### src/rtl/ega_init_pkg.sv
// Shared types and constants for the EGA power-on init sequencer.
// The optional VRAM clear is enabled with EGA_INIT_CLEAR_EN.
package ega_init_pkg;

   typedef enum logic [2:0] {
      ST_IDLE,
      ST_FF_RD,
      ST_FF_WAIT,
      ST_TABLE,
      ST_MODE,
      ST_CLEAR,
      ST_DONE
   } state_e;

   typedef struct packed {
      logic [11:0] port;
      logic [7:0]  data;
   } tbl_entry_t;

   localparam logic [11:0] IO_3C0 = 12'h3C0;
   localparam logic [11:0] IO_3C4 = 12'h3C4;
   localparam logic [11:0] IO_3C5 = 12'h3C5;
   localparam logic [11:0] IO_3CE = 12'h3CE;
   localparam logic [11:0] IO_3CF = 12'h3CF;
   localparam logic [11:0] IO_3DA = 12'h3DA;
   localparam logic [11:0] IO_0FE = 12'h0FE;

   localparam logic [7:0]  MODE_VAL   = 8'h0D;
   localparam int          TABLE_LEN  = 51;
   localparam logic [19:0] CLEAR_BASE = 20'hA0000;
   localparam int          CLEAR_LEN  = 8000;

   // Default CGA-like palette: brown at index 6, bright colours at 8..15.
   function automatic logic [7:0] pal_val(input logic [3:0] i);
      if (i == 4'd6)
         return 8'h14;
      else if (i[3])
         return {4'h3, i};
      else
         return {4'h0, i};
   endfunction

endpackage

### src/rtl/ega_init_rom.sv
// Constant register-programming table: 6-bit index to {port, data}.
module ega_init_rom
   import ega_init_pkg::*;
(
   input  logic [5:0]  idx,
   output tbl_entry_t  entry
);

   always_comb begin
      entry = {12'h000, 8'h00};
      if (!idx[5]) begin
         // Attribute controller: index write then data write per palette slot.
         if (idx[0])
            entry = {IO_3C0, pal_val(idx[4:1])};
         else
            entry = {IO_3C0, 4'h0, idx[4:1]};
      end else begin
         case (idx)
            6'd32: entry = {IO_3C0, 8'h20};
            6'd33: entry = {IO_3C4, 8'h02};
            6'd34: entry = {IO_3C5, 8'h0F};
            6'd35: entry = {IO_3CE, 8'h00};
            6'd36: entry = {IO_3CF, 8'h00};
            6'd37: entry = {IO_3CE, 8'h01};
            6'd38: entry = {IO_3CF, 8'h00};
            6'd39: entry = {IO_3CE, 8'h02};
            6'd40: entry = {IO_3CF, 8'h00};
            6'd41: entry = {IO_3CE, 8'h03};
            6'd42: entry = {IO_3CF, 8'h00};
            6'd43: entry = {IO_3CE, 8'h04};
            6'd44: entry = {IO_3CF, 8'h00};
            6'd45: entry = {IO_3CE, 8'h05};
            6'd46: entry = {IO_3CF, 8'h00};
            6'd47: entry = {IO_3CE, 8'h07};
            6'd48: entry = {IO_3CF, 8'h0F};
            6'd49: entry = {IO_3CE, 8'h08};
            6'd50: entry = {IO_3CF, 8'hFF};
            default: entry = {12'h000, 8'h00};
         endcase
      end
   end

endmodule

### src/rtl/ega_init_seq.sv
// Bus-initiator that programs the EGA block from a constant table after power-on.
// Define EGA_INIT_CLEAR_EN to also zero the displayed VRAM after the mode write.
module ega_init_seq
   import ega_init_pkg::*;
#(
   parameter int unsigned WR_GAP     = 1,
   parameter int unsigned RD_TIMEOUT = 16
) (
   input  logic        iClk,
   input  logic        iRst,
   input  logic        iStart,
   output logic        oReq,
   input  logic        iGnt,
   output logic [19:0] oAddr,
   output logic [7:0]  oWrData,
   output logic        oWrMem,
   output logic        oRdMem,
   output logic        oWrIo,
   output logic        oRdIo,
   input  logic [7:0]  iRdData,
   input  logic        iSel,
   output logic        oBusy,
   output logic        oDone,
   output logic        oErr
);

   localparam logic [2:0] GAP_LOAD = 3'(WR_GAP);
   localparam logic [7:0] TO_LAST  = 8'(RD_TIMEOUT - 1);

   state_e      state;
   logic [5:0]  idx;
   logic [2:0]  gap;
   logic [7:0]  to_cnt;
   logic [7:0]  unused_rd_cap;
   tbl_entry_t  entry;
   logic        fire;
`ifdef EGA_INIT_CLEAR_EN
   logic [12:0] clr_cnt;
`endif

   ega_init_rom u_rom (
      .idx   (idx),
      .entry (entry)
   );

   always_comb begin
      fire = 1'b0;
      if (iGnt && gap == 3'd0) begin
         case (state)
            ST_FF_RD, ST_TABLE, ST_MODE, ST_CLEAR: fire = 1'b1;
            default:                               fire = 1'b0;
         endcase
      end
   end

   always_ff @(posedge iClk) begin
      if (iRst) begin
         state         <= ST_IDLE;
         idx           <= 6'd0;
         gap           <= 3'd0;
         to_cnt        <= 8'd0;
         unused_rd_cap <= 8'h00;
         oReq          <= 1'b0;
         oBusy         <= 1'b0;
         oDone         <= 1'b0;
         oErr          <= 1'b0;
         oAddr         <= 20'h00000;
         oWrData       <= 8'h00;
         oWrMem        <= 1'b0;
         oRdMem        <= 1'b0;
         oWrIo         <= 1'b0;
         oRdIo         <= 1'b0;
`ifdef EGA_INIT_CLEAR_EN
         clr_cnt       <= 13'd0;
`endif
      end else begin
         oWrMem <= 1'b0;
         oRdMem <= 1'b0;
         oWrIo  <= 1'b0;
         oRdIo  <= 1'b0;
         oDone  <= 1'b0;

         if (fire)
            gap <= GAP_LOAD;
         else if (gap != 3'd0)
            gap <= gap - 3'd1;

         // The previous strobe's address is held through most of its gap; the
         // next target is presented in the last gap cycle, ahead of its strobe.
         if (gap == 3'd1) begin
            case (state)
               ST_TABLE: begin
                  oAddr   <= {8'h00, entry.port};
                  oWrData <= entry.data;
               end
               ST_MODE: begin
                  oAddr   <= {8'h00, IO_0FE};
                  oWrData <= MODE_VAL;
               end
`ifdef EGA_INIT_CLEAR_EN
               ST_CLEAR: begin
                  oAddr   <= CLEAR_BASE + {7'd0, clr_cnt};
                  oWrData <= 8'h00;
               end
`endif
               default: ;
            endcase
         end

         case (state)
            ST_IDLE: begin
               if (iStart) begin
                  oBusy   <= 1'b1;
                  oReq    <= 1'b1;
                  oErr    <= 1'b0;
                  oAddr   <= {8'h00, IO_3DA};
                  oWrData <= 8'h00;
                  idx     <= 6'd0;
                  to_cnt  <= 8'd0;
`ifdef EGA_INIT_CLEAR_EN
                  clr_cnt <= 13'd0;
`endif
                  state   <= ST_FF_RD;
               end
            end
            ST_FF_RD: begin
               if (fire) begin
                  oRdIo  <= 1'b1;
                  to_cnt <= 8'd0;
                  state  <= ST_FF_WAIT;
               end
            end
            ST_FF_WAIT: begin
               // Reading 0x3DA resets the attribute flip-flop; the data is irrelevant.
               if (iSel || to_cnt == TO_LAST) begin
                  if (iSel)
                     unused_rd_cap <= iRdData;
                  else
                     oErr <= 1'b1;
                  oAddr   <= {8'h00, entry.port};
                  oWrData <= entry.data;
                  state   <= ST_TABLE;
               end else begin
                  to_cnt <= to_cnt + 8'd1;
               end
            end
            ST_TABLE: begin
               if (fire) begin
                  oWrIo <= 1'b1;
                  idx   <= idx + 6'd1;
                  if (idx == 6'(TABLE_LEN - 1))
                     state <= ST_MODE;
               end
            end
            ST_MODE: begin
               if (fire) begin
                  oWrIo <= 1'b1;
`ifdef EGA_INIT_CLEAR_EN
                  state <= ST_CLEAR;
`else
                  state <= ST_DONE;
`endif
               end
            end
`ifdef EGA_INIT_CLEAR_EN
            ST_CLEAR: begin
               if (fire) begin
                  oWrMem <= 1'b1;
                  if (clr_cnt == 13'(CLEAR_LEN - 1))
                     state <= ST_DONE;
                  else
                     clr_cnt <= clr_cnt + 13'd1;
               end
            end
`endif
            ST_DONE: begin
               if (gap == 3'd0) begin
                  oDone <= 1'b1;
                  oBusy <= 1'b0;
                  oReq  <= 1'b0;
                  state <= ST_IDLE;
               end
            end
            default: state <= ST_IDLE;
         endcase
      end
   end

endmodule

### config.mk
export PLATFORM = sky130hd
export DESIGN_NAME = ega_init_seq
export DESIGN_NICKNAME = d
export VERILOG_FILES = /design/src/rtl/ega_init_pkg.sv /design/src/rtl/ega_init_rom.sv /design/src/rtl/ega_init_seq.sv
export SDC_FILE = /design/constraint.sdc
export NUM_CORES = 1
export LEC_CHECK = 0
export BUFFER_PORTS_ARGS = -buffer_cell sky130_fd_sc_hd__clkbuf_2
export CORE_MARGIN = 10
export CORE_UTILIZATION = 30
export CTS_BUF_LIST = sky130_fd_sc_hd__clkbuf_16
export CTS_CLUSTER_SIZE = 24
export DETAILED_ROUTE_END_ITERATION = 8
export MAX_ROUTING_LAYER = met4
export REMOVE_ABC_BUFFERS = 1
export SYNTH_ARGS = -nofsm -noshare
export SYNTH_HDL_FRONTEND = slang
export SYNTH_SLANG_ARGS = --single-unit
### constraint.sdc
create_clock -name iClk -period 2.85 [get_ports iClk]
set_clock_uncertainty 0.2 [all_clocks]
set_input_delay 0.57 -clock iClk [delete_from_list [all_inputs] [get_ports iClk]]
set_output_delay 0.57 -clock iClk [all_outputs]
set_load 0.1 [all_outputs]
==> results of run 1 <==
-- Yosys cell counts, drive strengths merged (2+ instances only) --
cell type / instances / share of area (%)
nand3: 13 / 2.2
ha: 10 / 4.2
o21ai: 20 / 3.4
dfxtp: 63 / 43
o2111ai: 2 / 0.80
a211oi: 7 / 1.8
nor2b: 5 / 1.1
nand3b: 4 / 1.1
mux2i: 4 / 1.8
a41oi: 3 / 0.89
nor4: 4 / 1.4
nor3: 19 / 3.2
nand2: 22 / 2.8
buf: 9 / 1.7
xor2: 2 / 0.59
nor2: 46 / 5.9
nor3b: 2 / 0.51
nand2b: 3 / 0.63
a32oi: 2 / 0.59
a21oi: 24 / 4.1
a41o: 2 / 0.68
and3b: 2 / 0.59
xnor2: 13 / 3.8
clkbuf: 12 / 1.5
nor4b: 2 / 0.80
inv: 15 / 1.9
and2: 2 / 0.42
a31oi: 8 / 1.7
o31ai: 2 / 0.51
and3: 12 / 2.7
or3: 3 / 0.63
-- routing by layer --
| metal | GRT usage, % |
|---|---|
| met5 | - |
| met4 | 5.43 |
| met3 | 3.02 |
| met2 | 16.8 |
| met1 | 12.8 |
-- through the flow --
step	cell area [um^2]	cells	util [%]	setup slack (ps)	hold WS, ps
after global routing	3600	526	37.2	26.1	289
after CTS	3600	526	37.2	297	274
after detailed placement	3300	510	34.1	240	261
after global placement	3300	510	34.1	296	260
after floorplan	2870	329	-	460	240
-- cells by family after synthesis --
family                     share of synthesized area (%)
AOI/OAI and AO/OA                                   16.4
other                                              0.127
buffers and inverters                               5.12
muxes                                               1.78
adders and majority gates                           4.23
and+or+nand+nor                                     25.3
DFF                                                 42.6
xor gates and xnor gates                            4.44
==> metrics.cfg, run 1 <==
[clock_tree]
cts_setup_buffers=0
postCtsHoldBufs=0
clockBufferDepth=2
cts_buffers=9
ctsRootBufferMaster=clkbuf_16
cts_resized=0
cts_num_sinks=63
htree_levels=3

[global_routing]
grt_pass1_vias=2581
grt-ovfl-total=0
grt_antenna_before_repair=0
grt_max_degree=22
grt_pass1_wl_um=12500
track_usage_pct=10.9

[status]
haltStage=detailed routing
tool.error=[ERROR DRT-0255] Maze Route cannot find path of net iClk in worker of routeBox ( 96600 0 ) ( 119295 48300 ).
status=did not finish

[yosys]
syn_avg_cell_area_um2=8.48
ys_seq_elements=63
synth-seq-area-share_pct=42.6
syn_inst=349
ys_types=54
synthesis.area_um2=2960
synth_edf_count=0
synthArstFlopShare_pct=0
synth_flop_cell=dfxtp_1
yosysWarnings=0

[die]
die_h_um=119
ios=49
die_w_um=119
start_util_pct=30.5
rows=36

[placed_design]
port_buffers=38
post-dp-hpwl_um=5310
gp_congestion=0.833

==> inputs of run 2 (changes only) <==
--- a/config.mk
+++ b/config.mk
@@ -7,11 +7,9 @@
 export LEC_CHECK = 0
 export BUFFER_PORTS_ARGS = -buffer_cell sky130_fd_sc_hd__clkbuf_2
 export CORE_MARGIN = 10
-export CORE_UTILIZATION = 30
-export CTS_BUF_LIST = sky130_fd_sc_hd__clkbuf_16
-export CTS_CLUSTER_SIZE = 24
+export CORE_UTILIZATION = 20
 export DETAILED_ROUTE_END_ITERATION = 8
-export MAX_ROUTING_LAYER = met4
+export PLACE_DENSITY_LB_ADDON = 0.15
 export REMOVE_ABC_BUFFERS = 1
 export SYNTH_ARGS = -nofsm -noshare
 export SYNTH_HDL_FRONTEND = slang
==> run 2 against run 1 <==
Effect of this change:
- the flow now finishes without violations
- global-route usage decreased by 2.1 points
- synthesized cell count unchanged
- synthesized area unchanged
==> metrics.cfg, run 2 <==
[die]
die-area_um2=20100
coreArea_um2=14500
die_h_um=142  ; +19%
ios=49  ; unchanged
start_util_pct=20.4  ; -10 points
die_w_um=142  ; +19%
rows=44  ; +22%

[clock_tree]
clockBufferDepth=2  ; unchanged
htree_levels=3  ; unchanged
cts_resized=0  ; unchanged
cts_tree=yes
postCtsHoldBufs=0  ; unchanged
cts_buffers=9  ; unchanged
clk-insertion-delay-late_ps=330
cts_num_sinks=63  ; unchanged
clk_pin_slew_ps=50
cts_setup_buffers=0  ; unchanged
ctsRootBufferMaster=clkbuf_16

[yosys]
synthTopCellsByCount=dfxtp_1, nor2_1, a21oi_1
synth-seq-area-share_pct=42.6  ; unchanged
synth_edf_count=0  ; unchanged
ys_types=54  ; unchanged
ys_seq_elements=63  ; unchanged
synthArstFlopShare_pct=0  ; unchanged
synth_area_leader_cell=dfxtp_1
syn_inst=349  ; unchanged
synthesis.area_um2=2960  ; unchanged
synth_flop_cell=dfxtp_1
synth_top_area_share_pct=42.6  ; unchanged
syn_avg_cell_area_um2=8.48  ; unchanged
yosysWarnings=0  ; unchanged
synth.area.top_cells=dfxtp_1, nor2_1, ha_1, a21oi_1, xnor2_1
yosysMostFrequentCell=dfxtp_1

[cells_and_area]
final_util_pct=25.7
final_common_cell=dfxtp_1
areaGrowthSynthToFinish_pct=26.4
final_cell_mix=dfxtp_1, nor2_1, clkbuf_2
diodes=0
nNetsFinal=418
drive_gt1_share_pct=20.1
fill_cells=1636

[critical_path]
crit_type=reg2reg
critical_path_arrival_ps=2610
endpoint_kind=register
rrSetupSlack_ps=290
start_kind=register
rr_worst_depth=10
r2r_start=gap[0]
cp_max_fo=5
crit_required_ps=2910

[placed_design]
gp_congestion=0.790  ; -5.1%
port_buffers=38  ; unchanged
post-dp-hpwl_um=6290  ; +18%
dp_slack_ps=245  ; +4.81 ps

[power]
vdd_ir_drop_max_mv=0.232
power_w=0.00281
p_leak_nw=1.52
power_density_nw_per_um2=752

[sta]
maxSlewViolCount=0
tns_ps=0
worst_slack_ps=295
hold_violations=0
post-route-min-period_ps=2560
setup_viol=0
tightest_slew_ps=566
relSlewSlack_pct=62.5
max_freq_mhz=391
fin_crit_sh_pct=89.7
rsz0062_at_grt=false

[hold_path]
hold_path.class=reg2reg
hold_start=to_cnt[1]
hold_depth=2
worst_hold_path.endpoint=to_cnt[1]

[status]
status=complete, no violations

[detailed_routing]
route.detailed.wl_per_inst_um=14.6
vias=2552
drtAntennaViolNets=0
routed_wl_um=8490
drt_iter0_drc=74
viasPerCell=4.38
dr.pass1.iters=4
drc=0

[global_routing]
grt_use_met3_pct=2.27  ; -0.75 points
track_usage_pct=8.76  ; -2.1 points
grt-ovfl-total=0  ; unchanged
gr-max-usage-layer=met2
grt_pass1_wl_um=14100  ; +13%
grt_pass1_vias=2616  ; +1.4%
grt.met1_usage_pct=10.9  ; -2.0 points
use_met2_pct=13.9  ; -2.9 points
grt_antenna_before_repair=0  ; unchanged
grt_max_degree=28  ; +27%

[flow_run]
maxCapViolCount=0

run 2: cell counts after synthesis:
Identical to the previous run, type by type.
run 2: worst max path at each step:
| stage | startpoint | end | slack (ps) | depth (start not counted) |
|---|---|---|---|---|
| floorplan | gap[0] | register | 460 | 10 |
| CTS | gap[0] | register | 250 | 10 |
| finish | gap[0] | register | 290 | 10 |
| detailed placement | iGnt | register | 240 | 10 |
| global placement | iGnt | register | 280 | 10 |
| global route | gap[0] | register | 20 | 11 |
run 2: area by class of cell:
class	count	area [um^2]	area share (%)
clock buffer	11	243	6.49
clock inverter	4	70.1	1.87
inverter	15	56.3	1.51
multi-input combinational	251	1550	41.4
sequential	63	1260	33.7
tap	184	230	6.16
timing repair buffer	55	330	8.83
run 2: worst max-delay path: stages, from the launching register on:
cell,delay [ps]
dfxtp_1,370
inv_1,80
ha_1,260
and3b_1,250
a21oi_1,260
a21oi_1,130
nor2_1,220
ha_1,210
nand2b_1,130
nor3_1,240
o21bai_1,140
run 2: cell families after synthesis:
kind of cell,after synthesis,synth area share (%)
other cells,1,0.127
buf+inv,36,5.12
simple gates,143,25.3
mux,4,1.78
flops,63,42.6
xor+xnor,15,4.44
compound gates,77,16.4
fa+ha+maj,10,4.23
run 2: layer usage:
layer  part of all wire (%)  vias to the layer above
met5                      0                        -
met4                    1.8                        0
met3                    3.0                        9
met2                     46                       27
met1                     49                     1203
li1                       -                     1313
run 2: stage by stage:
| stage | instances | hold WS (ps) | cell area (um^2) |
|---|---|---|---|
| finish | 583 | 271 | 3740 |
| global route | 583 | 287 | 3740 |
| CTS | 583 | 277 | 3740 |
| detailed placement | 568 | 270 | 3430 |
| global placement | 568 | 265 | 3430 |
| floorplan | 329 | 240 | 2870 |
run 2: power by group:
group          leakage (nW)  internal [W]  switching, W
sequential            0.511      0.000936     0.0000398
combinational         0.850      0.000176      0.000495
clock                 0.155      0.000781      0.000383
total                  1.52       0.00189      0.000918
Note: power is estimated with default switching activity, not from simulation.
